File: config.mk
export PLATFORM = sky130hd
export DESIGN_NAME = spi_link
export DESIGN_NICKNAME = d
export VERILOG_FILES = /design/src/rtl/spi_link.sv
export SDC_FILE = /design/constraint.sdc
export NUM_CORES = 1
export LEC_CHECK = 0
export CORE_UTILIZATION = 47
export DETAILED_ROUTE_END_ITERATION = 12
export GPL_ROUTABILITY_DRIVEN = 0
export PLACE_DENSITY = 0.75
export SYNTH_ARGS = -nofsm -noshare
export SYNTH_HDL_FRONTEND = slang
export SYNTH_SLANG_ARGS = --single-unit
export TNS_END_PERCENT = 20
File: constraint.sdc
create_clock -name CLK_M -period 1.6 [get_ports CLK_M]
set_input_delay 0.32 -clock CLK_M [delete_from_list [all_inputs] [get_ports CLK_M]]
set_output_delay 0.32 -clock CLK_M [all_outputs]
set_load 0.005 [all_outputs]
File: src/rtl/spi_link.sv
// spi_link: SPI mode-0 master and slave paired on a single clock.
// Define LSB_FIRST_EN to shift LSB first on both ends.
module spi_link #(
    parameter int CLK_DIV = 1,
    parameter int WIDTH   = 8
) (
    input  logic             CLK_M,
    input  logic             reset,
    input  logic             transmit,
    input  logic             d_valid,
    input  logic [WIDTH-1:0] data_M,
    input  logic             load,
    input  logic [WIDTH-1:0] data_S,
    output logic             MOSI,
    output logic             SCLK,
    output logic             CS,
    output logic             MISO,
    output logic             done_M,
    output logic [WIDTH-1:0] rx_M,
    output logic             done_S,
    output logic [WIDTH-1:0] rx_S
);
    localparam int DW = (CLK_DIV > 1) ? $clog2(CLK_DIV) : 1;
    localparam int HW = $clog2(2 * WIDTH);
    localparam int CW = $clog2(WIDTH + 1);
    localparam logic [DW-1:0] DIV_LAST  = DW'(CLK_DIV - 1);
    localparam logic [HW-1:0] HALF_LAST = HW'(2 * WIDTH - 1);
    localparam logic [CW-1:0] BITS      = CW'(WIDTH);

    typedef enum logic [1:0] {
        S_IDLE,
        S_LOAD,
        S_XFER,
        S_DONE
    } state_t;

    state_t           r_state;
    state_t           w_next;
    logic             r_sclk;
    logic             r_cs;
    logic             r_done_m;
    logic             r_done_s;
    logic [DW-1:0]    r_div;
    logic [HW-1:0]    r_half;
    logic [WIDTH-1:0] r_tx;
    logic [WIDTH-1:0] r_rx;
    logic [WIDTH-1:0] r_rx_m;
    logic [WIDTH-1:0] r_stx;
    logic [WIDTH-1:0] r_srx;
    logic [WIDTH-1:0] r_rx_s;
    logic [CW-1:0]    r_scnt;
    logic             w_tick;
    logic             w_rise;
    logic             w_fall;
    logic             w_start;
    logic             w_end;
    logic             w_cs_rise;
    logic [WIDTH-1:0] w_tx_nx;
    logic [WIDTH-1:0] w_rx_nx;
    logic [WIDTH-1:0] w_stx_nx;
    logic [WIDTH-1:0] w_srx_nx;

`ifdef LSB_FIRST_EN
    assign MOSI     = r_tx[0];
    assign MISO     = r_stx[0];
    assign w_tx_nx  = {1'b0, r_tx[WIDTH-1:1]};
    assign w_rx_nx  = {MISO, r_rx[WIDTH-1:1]};
    assign w_srx_nx = {MOSI, r_srx[WIDTH-1:1]};
    assign w_stx_nx = {r_srx[WIDTH-1], r_stx[WIDTH-1:1]};
`else
    assign MOSI     = r_tx[WIDTH-1];
    assign MISO     = r_stx[WIDTH-1];
    assign w_tx_nx  = {r_tx[WIDTH-2:0], 1'b0};
    assign w_rx_nx  = {r_rx[WIDTH-2:0], MISO};
    assign w_srx_nx = {r_srx[WIDTH-2:0], MOSI};
    assign w_stx_nx = {r_stx[WIDTH-2:0], r_srx[0]};
`endif

    assign SCLK      = r_sclk;
    assign CS        = r_cs;
    assign done_M    = r_done_m;
    assign rx_M      = r_rx_m;
    assign done_S    = r_done_s;
    assign rx_S      = r_rx_s;
    // The slave sees CS release on the same edge the master ends the frame.
    assign w_cs_rise = w_end;

    always_comb begin
        w_next  = r_state;
        w_start = 1'b0;
        w_end   = 1'b0;
        w_tick  = (r_state == S_XFER) && (r_div == DIV_LAST);
        w_rise  = w_tick && !r_sclk;
        w_fall  = w_tick && r_sclk;
        unique case (r_state)
            S_IDLE: begin
                if (transmit) w_next = S_LOAD;
            end
            S_LOAD: begin
                if (!transmit) begin
                    w_next = S_IDLE;
                end else if (d_valid) begin
                    w_next  = S_XFER;
                    w_start = 1'b1;
                end
            end
            S_XFER: begin
                if (w_tick && (r_half == HALF_LAST)) begin
                    w_next = S_DONE;
                    w_end  = 1'b1;
                end
            end
            S_DONE: w_next = S_IDLE;
            default: w_next = S_IDLE;
        endcase
    end

    always_ff @(posedge CLK_M) begin
        if (!reset) begin
            r_state  <= S_IDLE;
            r_sclk   <= 1'b0;
            r_cs     <= 1'b1;
            r_done_m <= 1'b0;
            r_div    <= '0;
            r_half   <= '0;
            r_tx     <= '0;
            r_rx     <= '0;
            r_rx_m   <= '0;
        end else begin
            r_state  <= w_next;
            r_done_m <= w_end;
            if (w_start) begin
                r_tx   <= data_M;
                r_cs   <= 1'b0;
                r_sclk <= 1'b0;
                r_div  <= '0;
                r_half <= '0;
            end
            if (r_state == S_XFER) begin
                r_div <= w_tick ? '0 : r_div + 1'b1;
                if (w_tick) begin
                    r_sclk <= ~r_sclk;
                    r_half <= r_half + 1'b1;
                end
            end
            if (w_rise) r_rx <= w_rx_nx;
            if (w_fall) r_tx <= w_tx_nx;
            if (w_end) begin
                r_cs   <= 1'b1;
                r_rx_m <= r_rx;
            end
        end
    end

    // Slave tx register refills with received bits, so it echoes by default.
    always_ff @(posedge CLK_M) begin
        if (!reset) begin
            r_stx    <= '0;
            r_srx    <= '0;
            r_scnt   <= '0;
            r_rx_s   <= '0;
            r_done_s <= 1'b0;
        end else begin
            r_done_s <= 1'b0;
            if (r_cs) begin
                r_scnt <= '0;
                if (load) r_stx <= data_S;
            end else begin
                if (w_rise) begin
                    r_srx  <= w_srx_nx;
                    r_scnt <= r_scnt + 1'b1;
                end
                if (w_fall) r_stx <= w_stx_nx;
                if (w_cs_rise && (r_scnt == BITS)) begin
                    r_rx_s   <= r_srx;
                    r_done_s <= 1'b1;
                end
            end
        end
    end

endmodule

Yosys cells after proc, flatten, opt, wreduce, memory -nomap -nowiden
Index checks and enable logic that the tools add are counted.
Word-level totals
  bits in registers: 63
  bits of input ports: 21
  output and inout port bits: 22
  word-level logic and storage cells: 73
Cells by class
  add/sub/neg operators: 3
  equality and inequality tests: 9
  multiplexer cells: 25
  bitwise operators: 4
  reductions and logical operators: 17
Operator list (count)
  $mux W8: 5
  $mux W1: 12
  $mux W4: 3
  $add A4 B1 Y4 const B: 2
  $eq A4 B4 Y1 const B: 2
  $mux W2: 4
  $pmux W2 S4: 1
  $reduce_and A2 Y1: 3
  $reduce_bool A2 Y1: 3
  $reduce_or A2 Y1: 3
  $logic_and A1 B1 Y1: 5
  $eq A2 B2 Y1 const B: 2
  $ne A2 B2 Y1 const B: 2
  $not A1 Y1: 4
  $ne A3 B3 Y1 const B: 1
  $reduce_and A3 Y1: 1
  $eq A2 B1 Y1 const B: 1
  $logic_not A2 Y1: 1
  $ne A2 B1 Y1 const B: 1
  $add A1 B1 Y1 const B: 1
  $logic_not A1 Y1: 1

Depth between registers and ports, before layout
Gate-level depths: netlist of the first run.
  word-level depth: 7
  gate-level depth with buffers: 6
  gate-level depth less buffers: 5

Least setup slack after synthesis of the first run
Ideal clock, no wire load.
  path kind: register to register
  from: register r_state[0]
  to: register r_scnt[3]
  setup time: 0.070 ns
  data arrival time: 1.518 ns
  required time: 1.530 ns
  setup slack: 0.012 ns
  stages on the path, launching flop included: 6
  path buffers: 2
  clock period less this slack: 1.588 ns
  path through: dfxtp_1 > buf_6 > or4b_1 > clkbuf_2 > or3_1 > a21oi_1
Between the ends
  cells in the longest elaborated chain, start to end: 3
RTL lines
  from (decl): line 37  | state_t r_state;
  from (signal assigned): line 130  | r_state <= w_next;
  $eq A2 B2 Y1: line 92  | w_tick = (r_state == S_XFER) && (r_div == DIV_LAST);
  $logic_and A1 B1 Y1: line 92
  $logic_and A1 B1 Y1: line 93  | w_rise = w_tick && !r_sclk;
  to (signal assigned): line 171  | r_scnt <= r_scnt + 1'b1;
  to (decl): line 51  | logic [CW-1:0] r_scnt;
Every way passes these cells.
A chain may end at the register's enable or synchronous reset.

Final worst setup path of the first run
  from: register r_cs, in the netlist CS
  to: output port CS
RTL lines
  from (decl): line 40  | logic r_cs;
  from (signal assigned): line 122  | r_cs <= 1'b1;
  from (signal assigned): line 134  | r_cs <= 1'b0;
  from (signal assigned): line 149  | r_cs <= 1'b1;
  to (decl): line 16  | output logic CS,
No word-level cell between the ends.

==> results of run 1 <==
area by class of cell:
cell class                      instances  area, um2
Clock buffer                           10        128
Clock inverter                          5       50.0
Fill cell                             416       1770
Inverter                                7       26.3
Multi-Input combinational cell        196       1210
Sequential cell                        63       1270
Tap cell                               70       87.6
Timing Repair Buffer                   63        627
per-layer routing:
layer / routed length, um / global-route usage
met5: 0 / 0
met4: 138 / 0.128
met3: 200 / 0.0384
met2: 2820 / 0.394
met1: 2470 / 0.244
worst reg2reg max path: cells and delay by family, from the launching register on:
family / cells / cell delay [ns]
AO/OA/AOI/OAI: 1 / 0.15
AND/OR/NAND/NOR: 2 / 0.95
flip-flops: 1 / 0.33
per-stage QoR:
step	utilization	power, W
6_report	0.657	0.00308
4_1_cts	0.653	0.00311
3_3_place_gp	0.618	0.00184
3_5_place_dp	0.618	0.00185
2_1_floorplan	-	0.00175
5_1_grt	0.657	0.00318
cell families after synthesis:
logic type / count (synthesis)
muxes: 32
adders and majority gates: 3
buffers and inverters: 27
DFF: 63
xor gates and xnor gates: 2
AOI/OAI and AO/OA: 69
and+or+nand+nor: 90
state kept, by name, indices dropped and copies added (netlist names), 4 cells and up, named ones only:
register / flops
r_scnt: 4
rx_S: 8
r_stx: 8
r_rx: 8
r_half: 4
rx_M: 8
r_tx: 8
r_srx: 8
timing repair:
action,in CTS,in global routing
gates resized for setup,3,5
setup endpoints to repair,10,13
gates cloned,0,0
worst max path at each step:
stage | startpoint | endpoint | slack, ns
detailed placement | r_scnt[1]$_SDFFE_PP0P_ | rx_S[4]$_SDFFE_PN0P_ | -0.04
CTS | r_state[0]$_SDFFE_PN0P_ | r_scnt[3]$_SDFFE_PP0P_ | 0.0001
floorplan | r_state[0]$_SDFFE_PN0P_ | r_scnt[3]$_SDFFE_PP0P_ | 0.01
global route | CS$_SDFFE_PP1P_ | CS | 0.004
global placement | load | r_stx[5]$_SDFFE_PN0P_ | 0.02
finish | CS$_SDFFE_PP1P_ | CS | 0.03
Yosys cell counts, drive strengths merged, types with 3 or more instances:
cell type / instances / area [um2]
a32oi: 3 / 26.3
buf: 3 / 21.3
clkbuf: 17 / 65.1
mux2i: 25 / 250
nor2: 5 / 26.3
nand2: 55 / 206
nand3: 13 / 65.1
o21ai: 22 / 110
mux2: 7 / 78.8
ha: 3 / 37.5
dfxtp: 63 / 1260
or3: 4 / 25.0
a21oi: 35 / 175
a31oi: 5 / 31.3
inv: 7 / 26.3
power breakdown:
group / leakage [nW] / internal (W) / switching [W]
logic: 0.638 / 0.000112 / 0.0000875
registers: 0.510 / 0.00159 / 0.0000203
clock network: 0.0957 / 0.000699 / 0.000565
cells in the final DEF, fill, tap and decap left out, drive strengths merged, types with 2 or more instances in the layout:
| cell type | instances |
|---|---|
| a32oi | 3 |
| clkdlybuf4s50 | 41 |
| buf | 21 |
| and3 | 2 |
| mux2 | 7 |
| or3 | 4 |
| mux2i | 25 |
| o211ai | 2 |
| o21ai | 22 |
| dfxtp | 63 |
| nor2 | 5 |
| nand2 | 55 |
| a21oi | 35 |
| clkinv | 4 |
| xnor2 | 2 |
| nand3 | 13 |
| a31oi | 5 |
| inv | 7 |
| clkbuf | 10 |
| ha | 3 |
==> out/results.md, run 1 <==
* complete, no violations — status
* 0.142 — fraction of final layout cells with drive strength greater than 1
* 13.6 um — average detailed-routed wire length per instance
* 0.496 — Initial Utilization
* primary output — Worst setup EP type
* sky130_fd_sc_hd__dfxtp_1 — most common flop cell mapped by yosys
* 906 nW/um2 — pwr dens
* 75.9 um — width of the die
* 0.146 — compound-cell area share of the yosys netlist
* 26 — # rows
* 34 — number of distinct library cells after synthesis
* 399 — Cell Count Post-Placement
* 2,138 — number of global-route vias before repair
* 0 — number of buffers added to fix hold violations after cts
* 63 — number of register bits inferred by synthesis
* 43 — total I/O pin count
* 1.24 nW — total leakage power
* 3 — H-tree lvl count
* 0.0341 ns — Setup WS post-layout
* 0.491 — Seq/Total Area, Yosys
* 414 — Cell Count, Final, Fillers Out
* 0 — post-detailed-route DRC marker count
* 75.9 um — Die Ht
* rx_S[0]$_SDFFE_PN0P_ — worst hold path endpoint
* 0.07 ns — clock transition at the registers of the reported paths
* no — setup repair after global routing missed its margin
* 5 — maximum fanout along the worst path
* 0.33 ns — worst-skew pair later-pin latency
* 32.4% — area added between synthesis and finish
* flop — startpoint types
* 364 — Post-layout nets
* 9 — number of buffers created by CTS
* reg -> out — startpoint-to-endpoint class of the critical path
* 0 — GR Overflow Total
* 0 — number of nets with antenna violations after routing
* 3 — worst r2r path cells
* clkdlybuf4s50_1 — series of cell instances along the critical path
* 9340 um — first-pass GRT wire length
* buffers and inverters — cell class contributing the biggest share of worst-path delay
* 0.09 ns — R2R Setup Slk
* 42 — PortBufs
* 0.0146 — area share of fa/ha/maj cells after synthesis
* 95 — drt initial violations
* 0 — pins over their slew limit
* 0.52 ns — Critical Path Max Stage Delay
* 2 — buffer levels on the longest clock path
* 0 — yosys synthesis warning count
* 0.979 — portion of the clock cycle consumed by the worst path in the final layout
* 0 — final hold violations
* 0 — number of enable-type register cells in the synthesized netlist
* 2570 um2 — Syn Std Cell Area
* 286 — count of mapped cells out of synthesis
* 0.457 ns — hold slack
* 0.169 — fraction of the mapped netlist area in simple logic gates
* 3400 um2 — fin area
* 0 — Max Cap Violations
* 1.25 ns — data arrival time of the critical path
* 8.97 um2 — Post-Synthesis Mean Instance Area
* 310 — post-synth net total
* 1.28 ns — required time of the critical path
* 5630 um — final wirelength
* 0 — fraction of registers with async set/reset
* 0 — post-CTS setup repair buffer count
* 0 ns — setup total negative slack
* 0 — antenna violations before repair
* 0.00683 — XOR/XNOR share of the synthesized area
* 2 — number of cells on the worst hold path
* reg -> reg — class of the tightest hold or removal check
* 1 — cell depth of the worst setup path
* 3200 um2 — cell area after placement
* 1 — number of buffer and inverter stages on the critical path
* sky130_fd_sc_hd__clkbuf_8 — buffer cell driving the clock tree root
* simple AND/OR/NAND/NOR gates — dominant combinational cell family by area after synthesis
* 3880 um — HPWL after detailed placement
* 2,197 — total vias in the final route
* r_state[0]$_SDFFE_PN0P_ — r2r startpoint
* 5.31 — Vias per Instance
* 0 — final number of setup-violating endpoints
* 0 — total inserted antenna cells
* sky130_fd_sc_hd__clkdlybuf4s50_1 — Slowest cell on crit path
* 5760 um2 — area enclosed by the die boundary
* 0.433 ns — Least-Margin Pin Slew
* rx_S[0]$_SDFFE_PN0P_ — hold path startpoint
* r_scnt[3]$_SDFFE_PP0P_ — RR Endpoint
* 1.57 ns — post-route minimum period
* 0.711 — Slew HR
* 0.220 — Total GRT Usage
* 63 — TritonCTS sink count
* 0.128 — multiplexer share of the synthesized area
* 0.000599 V — IR drop worst, VDD
* yes — TritonCTS clock tree
* 28 — largest net degree at the start of global routing
* 0.639 GHz — maximum clock frequency
* -0.0438 ns — Setup WS pre-CTS
* 5170 um2 — core box area
* 0.00808 ns — Fin Clk Skew
* 4 — drt first pass iters
(Power assumes the default switching activity.)
==> inputs of run 2 (changes only) <==
--- a/config.mk
+++ b/config.mk
@@ -5,10 +5,12 @@
 export SDC_FILE = /design/constraint.sdc
 export NUM_CORES = 1
 export LEC_CHECK = 0
+export CORE_MARGIN = 8
 export CORE_UTILIZATION = 47
 export DETAILED_ROUTE_END_ITERATION = 12
 export GPL_ROUTABILITY_DRIVEN = 0
 export PLACE_DENSITY = 0.75
+export SETUP_SLACK_MARGIN = 0.4
 export SYNTH_ARGS = -nofsm -noshare
 export SYNTH_HDL_FRONTEND = slang
 export SYNTH_SLANG_ARGS = --single-unit
==> out/results.md, run 2 (synthesis results as in run 1) <==
* 1.71 ns — data arrival time of the critical path, was 1.25 ns
* 0.00350 W — Final Power, was 0.00308 W
* 0 — post-detailed-route DRC marker count, unchanged
* 0.263 — fraction of final layout cells with drive strength greater than 1, was 0.142
* yes — TritonCTS clock tree, unchanged
* 984 nW/um2 — pwr dens, was 906 nW/um2
* 8080 um2 — area enclosed by the die boundary, was 5760 um2
* 0 — pins over their slew limit, unchanged
* 0.509 ns — Least-Margin Pin Slew, was 0.433 ns
* 0.16 ns — R2R Setup Slk, was 0.09 ns
* 10,400 um — first-pass GRT wire length, was 9340 um
* sky130_fd_sc_hd__nand2_1, sky130_fd_sc_hd__dfxtp_1, sky130_fd_sc_hd__a21oi_1 — most frequent cells in the layout, was sky130_fd_sc_hd__dfxtp_1, sky130_fd_sc_hd__nand2_1, sky130_fd_sc_hd__clkdlybuf4s50_1
* 89.9 um — Die Ht, was 75.9 um
* 38.8% — area added between synthesis and finish, was 32.4%
* 63 — TritonCTS sink count, unchanged
* 1.41 nW — total leakage power, was 1.24 nW
* 0.694 GHz — maximum clock frequency, was 0.639 GHz
* 0 ns — setup total negative slack, unchanged
* 6 — maximum fanout along the worst path, was 5
* 0.35 ns — worst-skew pair later-pin latency, was 0.33 ns
* flop — startpoint types, unchanged
* 1.87 ns — required time of the critical path, was 1.28 ns
* r_state[0]$_SDFFE_PN0P_ — r2r startpoint, unchanged
* 0.07 ns — clock transition at the registers of the reported paths, about the same
* sky130_fd_sc_hd__clkbuf_8 — buffer cell driving the clock tree root, unchanged
* 2,240 — number of global-route vias before repair, was 2,138
* 42 — PortBufs, unchanged
* 2 — buffer levels on the longest clock path, unchanged
* 0.0105 ns — Fin Clk Skew, was 0.00808 ns
* 43 — total I/O pin count, unchanged
* 22 — largest net degree at the start of global routing, was 28
* 3 — worst r2r path cells, unchanged
* 4 — drt first pass iters, unchanged
* 0.901 — portion of the clock cycle consumed by the worst path in the final layout, was 0.979
* 3 — H-tree lvl count, unchanged
* sky130_fd_sc_hd__nand2_1 — commonest non-fill, non-tap cell in the layout, was sky130_fd_sc_hd__dfxtp_1
* 0 — antenna violations before repair, unchanged
* 14.8 um — average detailed-routed wire length per instance, was 13.6 um
* 0 — number of nets with antenna violations after routing, unchanged
* 76 — drt initial violations, was 95
* yes — setup repair after global routing missed its margin, was no
* 0 — GR Overflow Total, unchanged
* 2,270 — total vias in the final route, was 2,197
* reg -> reg — startpoint-to-endpoint class of the critical path, was reg -> out
* 0 — Max Cap Violations, unchanged
* 2 — number of cells on the worst hold path, unchanged
* 1.44 ns — post-route minimum period, was 1.57 ns
* 0.660 — Slew HR, was 0.711
* 0 — final number of setup-violating endpoints, unchanged
* 3200 um2 — cell area after placement, about the same
* reg -> reg — class of the tightest hold or removal check, unchanged
* 0.475 — Initial Utilization, was 0.496
* rx_S[4]$_SDFFE_PN0P_ — hold path startpoint, was rx_S[0]$_SDFFE_PN0P_
* 0 — total inserted antenna cells, unchanged
* complete, no violations — status, unchanged
* 0.000724 V — IR drop worst, VDD, was 0.000599 V
* 0 — final hold violations, unchanged
* 3560 um2 — fin area, was 3400 um2
* 9 — number of buffers created by CTS, unchanged
* r_scnt[2]$_SDFFE_PP0P_ — RR Endpoint, was r_scnt[3]$_SDFFE_PP0P_
* 27 — # rows, was 26
* 5.28 — Vias per Instance, was 5.31
* 6350 um — final wirelength, was 5630 um
* 5410 um2 — core box area, was 5170 um2
* 4270 um — HPWL after detailed placement, was 3880 um
* 0.156 — Total GRT Usage, was 0.220
* 377 — Post-layout nets, was 364
* rx_S[4]$_SDFFE_PN0P_ — worst hold path endpoint, was rx_S[0]$_SDFFE_PN0P_
* flop — Worst setup EP type, was primary output
* 89.9 um — width of the die, was 75.9 um
-- run 2: report_power, final --
group	leakage, nW	switching, W	internal (W)	total (W)
Combinational	0.768	0.0000963	0.000117	0.000214
Clock	0.122	0.000608	0.00107	0.00168
Sequential	0.516	0.0000184	0.00159	0.00161
Total	1.41	0.000723	0.00278	0.00350
-- run 2: final cells by class --
class | count | area (um2)
clock inverter | 6 | 108
fill | 454 | 1840
tap | 72 | 90.1
multi-input combinational | 196 | 1260
sequential | 63 | 1280
clock buffer | 10 | 138
inverter | 7 | 26.3
timing repair buffer | 76 | 656
-- run 2: worst max-delay path by stage --
stage / start / to / slack [ns] / depth (start not counted)
2_1_floorplan: r_state[0]$_SDFFE_PN0P_ / r_srx[0]$_SDFFE_PN0P_ / 0.05 / 5
3_3_place_gp: load / r_stx[1]$_SDFFE_PN0P_ / 0.02 / 5
3_5_place_dp: load / r_stx[1]$_SDFFE_PN0P_ / -0.08 / 5
4_1_cts: r_state[0]$_SDFFE_PN0P_ / r_scnt[2]$_SDFFE_PP0P_ / 0.16 / 3
5_1_grt: SCLK$_SDFF_PN0_ / r_srx[7]$_SDFFE_PN0P_ / 0.10 / 4
6_report: r_state[0]$_SDFFE_PN0P_ / r_scnt[2]$_SDFFE_PP0P_ / 0.16 / 3
-- run 2: metal layers --
metal,GRT usage,vias up,part of all wire
li1,-,1128,-
met1,0.162,1079,0.42
met2,0.272,49,0.50
met3,0.0574,14,0.056
met4,0.0749,0,0.020
met5,0,-,0
-- run 2: per-stage QoR --
stage | setup slack [ns] | instances | util | hold WS, ns
2_1_floorplan | 0.0520 | 286 | - | 0.433
3_3_place_gp | 0.0170 | 403 | 0.592 | 0.441
3_5_place_dp | -0.0768 | 403 | 0.592 | 0.446
4_1_cts | 0.160 | 427 | 0.652 | 0.457
5_1_grt | 0.102 | 430 | 0.659 | 0.474
6_report | 0.158 | 430 | 0.659 | 0.451
-- run 2: critical path: stages, from the launching register on --
cell and delay (ns):
sky130_fd_sc_hd__dfxtp_2 0.34, sky130_fd_sc_hd__or4b_4 0.57, sky130_fd_sc_hd__or3_1 0.33, sky130_fd_sc_hd__a21oi_1 0.13
-- run 2: timing repair --
| action | 4_1_cts | 5_1_grt |
|---|---|---|
| setup endpoints to repair | 83 | 76 |
| buffers inserted | 8 | 3 |
| pin swaps | 4 | 1 |
| hold buffers | 0 | 0 |
| gates resized for setup | 78 | 5 |
==> inputs of run 3 (changes only) <==
--- a/config.mk
+++ b/config.mk
@@ -6,10 +6,10 @@
 export NUM_CORES = 1
 export LEC_CHECK = 0
 export CORE_MARGIN = 8
-export CORE_UTILIZATION = 47
+export CORE_UTILIZATION = 42
 export DETAILED_ROUTE_END_ITERATION = 12
 export GPL_ROUTABILITY_DRIVEN = 0
-export PLACE_DENSITY = 0.75
+export PLACE_DENSITY = 0.68
 export SETUP_SLACK_MARGIN = 0.4
 export SYNTH_ARGS = -nofsm -noshare
 export SYNTH_HDL_FRONTEND = slang
==> out/results.md, run 3 (synthesis results as in run 1) <==
* 5920 um2 — core box area, was 5410 um2
* 0.00319 W — Final Power, was 0.00350 W
* sky130_fd_sc_hd__nand2_1 — commonest non-fill, non-tap cell in the layout, unchanged
* 0.07 ns — clock transition at the registers of the reported paths, about the same
* 3 — H-tree lvl count, unchanged
* sky130_fd_sc_hd__or4b_4 — Slowest cell on crit path, unchanged
* 0 — final number of setup-violating endpoints, unchanged
* 42 — PortBufs, unchanged
* 1250 um2 — total area of multi-input combinational cells, was 1260 um2
* reg -> reg — startpoint-to-endpoint class of the critical path, unchanged
* 546 — fill count, was 454
* 0 — pins over their slew limit, unchanged
* 9 — number of buffers created by CTS, unchanged
* 34 — largest net degree at the start of global routing, was 22
* 0 — number of buffers added to fix hold violations after cts, unchanged
* 0.58 ns — Critical Path Max Stage Delay, was 0.57 ns
* 427 — Cell Count, Final, Fillers Out, was 430
* 4040 um — HPWL after detailed placement, was 4270 um
* 63 — TritonCTS sink count, unchanged
* complete, no violations — status, unchanged
* 0.166 ns — Setup WS post-layout, was 0.158 ns
* 94.2 um — width of the die, was 89.9 um
* 0 — Max Cap Violations, unchanged
* 0.433 — Initial Utilization, was 0.475
* 0.139 — Total GRT Usage, was 0.156
* 0.34 ns — worst-skew pair later-pin latency, was 0.35 ns
* sky130_fd_sc_hd__clkbuf_8 — buffer cell driving the clock tree root, unchanged
* 43 — total I/O pin count, unchanged
* 0.00995 ns — Fin Clk Skew, was 0.0105 ns
* 68 — drt initial violations, was 76
* 0 — post-detailed-route DRC marker count, unchanged
* 5.13 — Vias per Instance, was 5.28
* 402 — Cell Count Post-Placement, was 403
* 2 — buffer levels on the longest clock path, unchanged
* 0 — final hold violations, unchanged
* 2,192 — total vias in the final route, was 2,270
* 371 — Post-layout nets, was 377
* 1.37 nW — total leakage power, was 1.41 nW
* 910 nW/um2 — pwr dens, was 984 nW/um2
* 1.87 ns — required time of the critical path, about the same
* 0 — number of nets with antenna violations after routing, unchanged
* 5930 um — final wirelength, was 6350 um
* 8870 um2 — area enclosed by the die boundary, was 8080 um2
* 0.896 — portion of the clock cycle consumed by the worst path in the final layout, was 0.901
* -0.0363 ns — Setup WS pre-CTS, was -0.0768 ns
* flop — Worst setup EP type, unchanged
* 4 — drt first pass iters, unchanged
* 2,088 — number of global-route vias before repair, was 2,240
* flop — startpoint types, unchanged
* yes — setup repair after global routing missed its margin, unchanged
* simple AND/OR/NAND/NOR gates — cell class contributing the biggest share of worst-path delay, unchanged
* 9720 um — first-pass GRT wire length, was 10,400 um
* 28 — # rows, was 27
* 0.697 GHz — maximum clock frequency, was 0.694 GHz
* 94.2 um — Die Ht, was 89.9 um
* 1280 um2 — footprint of the flip-flops and latches, about the same
* 36.5% — area added between synthesis and finish, was 38.8%
* 5 — maximum fanout along the worst path, was 6
* 13.9 um — average detailed-routed wire length per instance, was 14.8 um
* 1.71 ns — data arrival time of the critical path, about the same
* sky130_fd_sc_hd__nand2_1, sky130_fd_sc_hd__dfxtp_1, sky130_fd_sc_hd__a21oi_1 — most frequent cells in the layout, unchanged
* 0 — total inserted antenna cells, unchanged
* 0 — GR Overflow Total, unchanged
* reg -> reg — class of the tightest hold or removal check, unchanged
* 0.000631 V — IR drop worst, VDD, was 0.000724 V
* 0.698 — Slew HR, was 0.660
* yes — TritonCTS clock tree, unchanged
* 0 — number of buffer and inverter stages on the critical path, unchanged
* 1.43 ns — post-route minimum period, was 1.44 ns
* 0 — antenna violations before repair, unchanged
* 0.453 ns — Least-Margin Pin Slew, was 0.509 ns
* or4b_4 -> or3_1 -> a21oi_1 — series of cell instances along the critical path, unchanged
* 0 ns — setup total negative slack, unchanged
* 0.230 — fraction of final layout cells with drive strength greater than 1, was 0.263
==> run 3: changes by cell type in the layout (fill, tap and decap cells not counted), sizes merged <==
| cell | delta |
|---|---|
| buf | -10 |
| bufinv | -2 |
| dlygate4sd2 | +3 |
| clkdlybuf4s15 | +1 |
| clkinvlp | +1 |
| clkinv | +1 |
==> run 3: worst paths after layout <==
| check | startpoint | to | slack (ns) | cells past startpoint |
|---|---|---|---|---|
| setup reg to reg | SCLK$_SDFF_PN0_ | r_scnt[3]$_SDFFE_PP0P_ | 0.17 | 3 |
| hold reg to reg | rx_S[2]$_SDFFE_PN0P_ | rx_S[2]$_SDFFE_PN0P_ | 0.45 | 2 |
| setup / recovery | SCLK$_SDFF_PN0_ | r_scnt[3]$_SDFFE_PP0P_ | 0.17 | 3 |
| hold / removal | rx_S[2]$_SDFFE_PN0P_ | rx_S[2]$_SDFFE_PN0P_ | 0.45 | 2 |
==> run 3: area by class of cell <==
| class | instances | area share |
|---|---|---|
| tap | 75 | 0.0268 |
| timing repair buffer | 70 | 0.189 |
| sequential | 63 | 0.364 |
| inverter | 7 | 0.00750 |
| clock buffer | 10 | 0.0393 |
| multi-input combinational | 196 | 0.356 |
| clock inverter | 6 | 0.0171 |
==> run 3: layer usage <==
| layer | vias to the layer above | global-route usage | part of all wire |
|---|---|---|---|
| met2 | 35 | 0.231 | 0.49 |
| met5 | - | 0 | 0 |
| met4 | 0 | 0.0528 | 0.015 |
| met1 | 1027 | 0.152 | 0.43 |
| met3 | 7 | 0.0631 | 0.062 |
| li1 | 1123 | - | - |
==> run 3: what timing repair did <==
| item | CTS | global route |
|---|---|---|
| pin swaps | 4 | 3 |
| gates resized for setup | 54 | 15 |
| endpoints found under the setup margin | 82 | 80 |
| buffers inserted | 6 | 3 |
| gates cloned | 0 | 0 |
==> run 3: tightest hold or removal path, delay by kind of cell (launching register included) <==
kind             cells  cell delay (ns)
and+or+nand+nor      1             0.05
DFF                  1             0.31
muxes                1             0.05
==> run 3: power by group <==
| group | internal, W | total, W | switching (W) |
|---|---|---|---|
| combinational | 0.000120 | 0.000212 | 0.0000916 |
| clock | 0.000752 | 0.00137 | 0.000615 |
| sequential | 0.00159 | 0.00161 | 0.0000183 |
| total | 0.00246 | 0.00319 | 0.000725 |
==> run 3: per-stage QoR <==
stage	hold WS [ns]	instance area, um2	util
6_report	0.452	3500	0.592
5_1_grt	0.478	3500	0.592
3_3_place_gp	0.444	3190	0.538
3_5_place_dp	0.447	3190	0.538
4_1_cts	0.457	3450	0.583
2_1_floorplan	0.433	2580	-
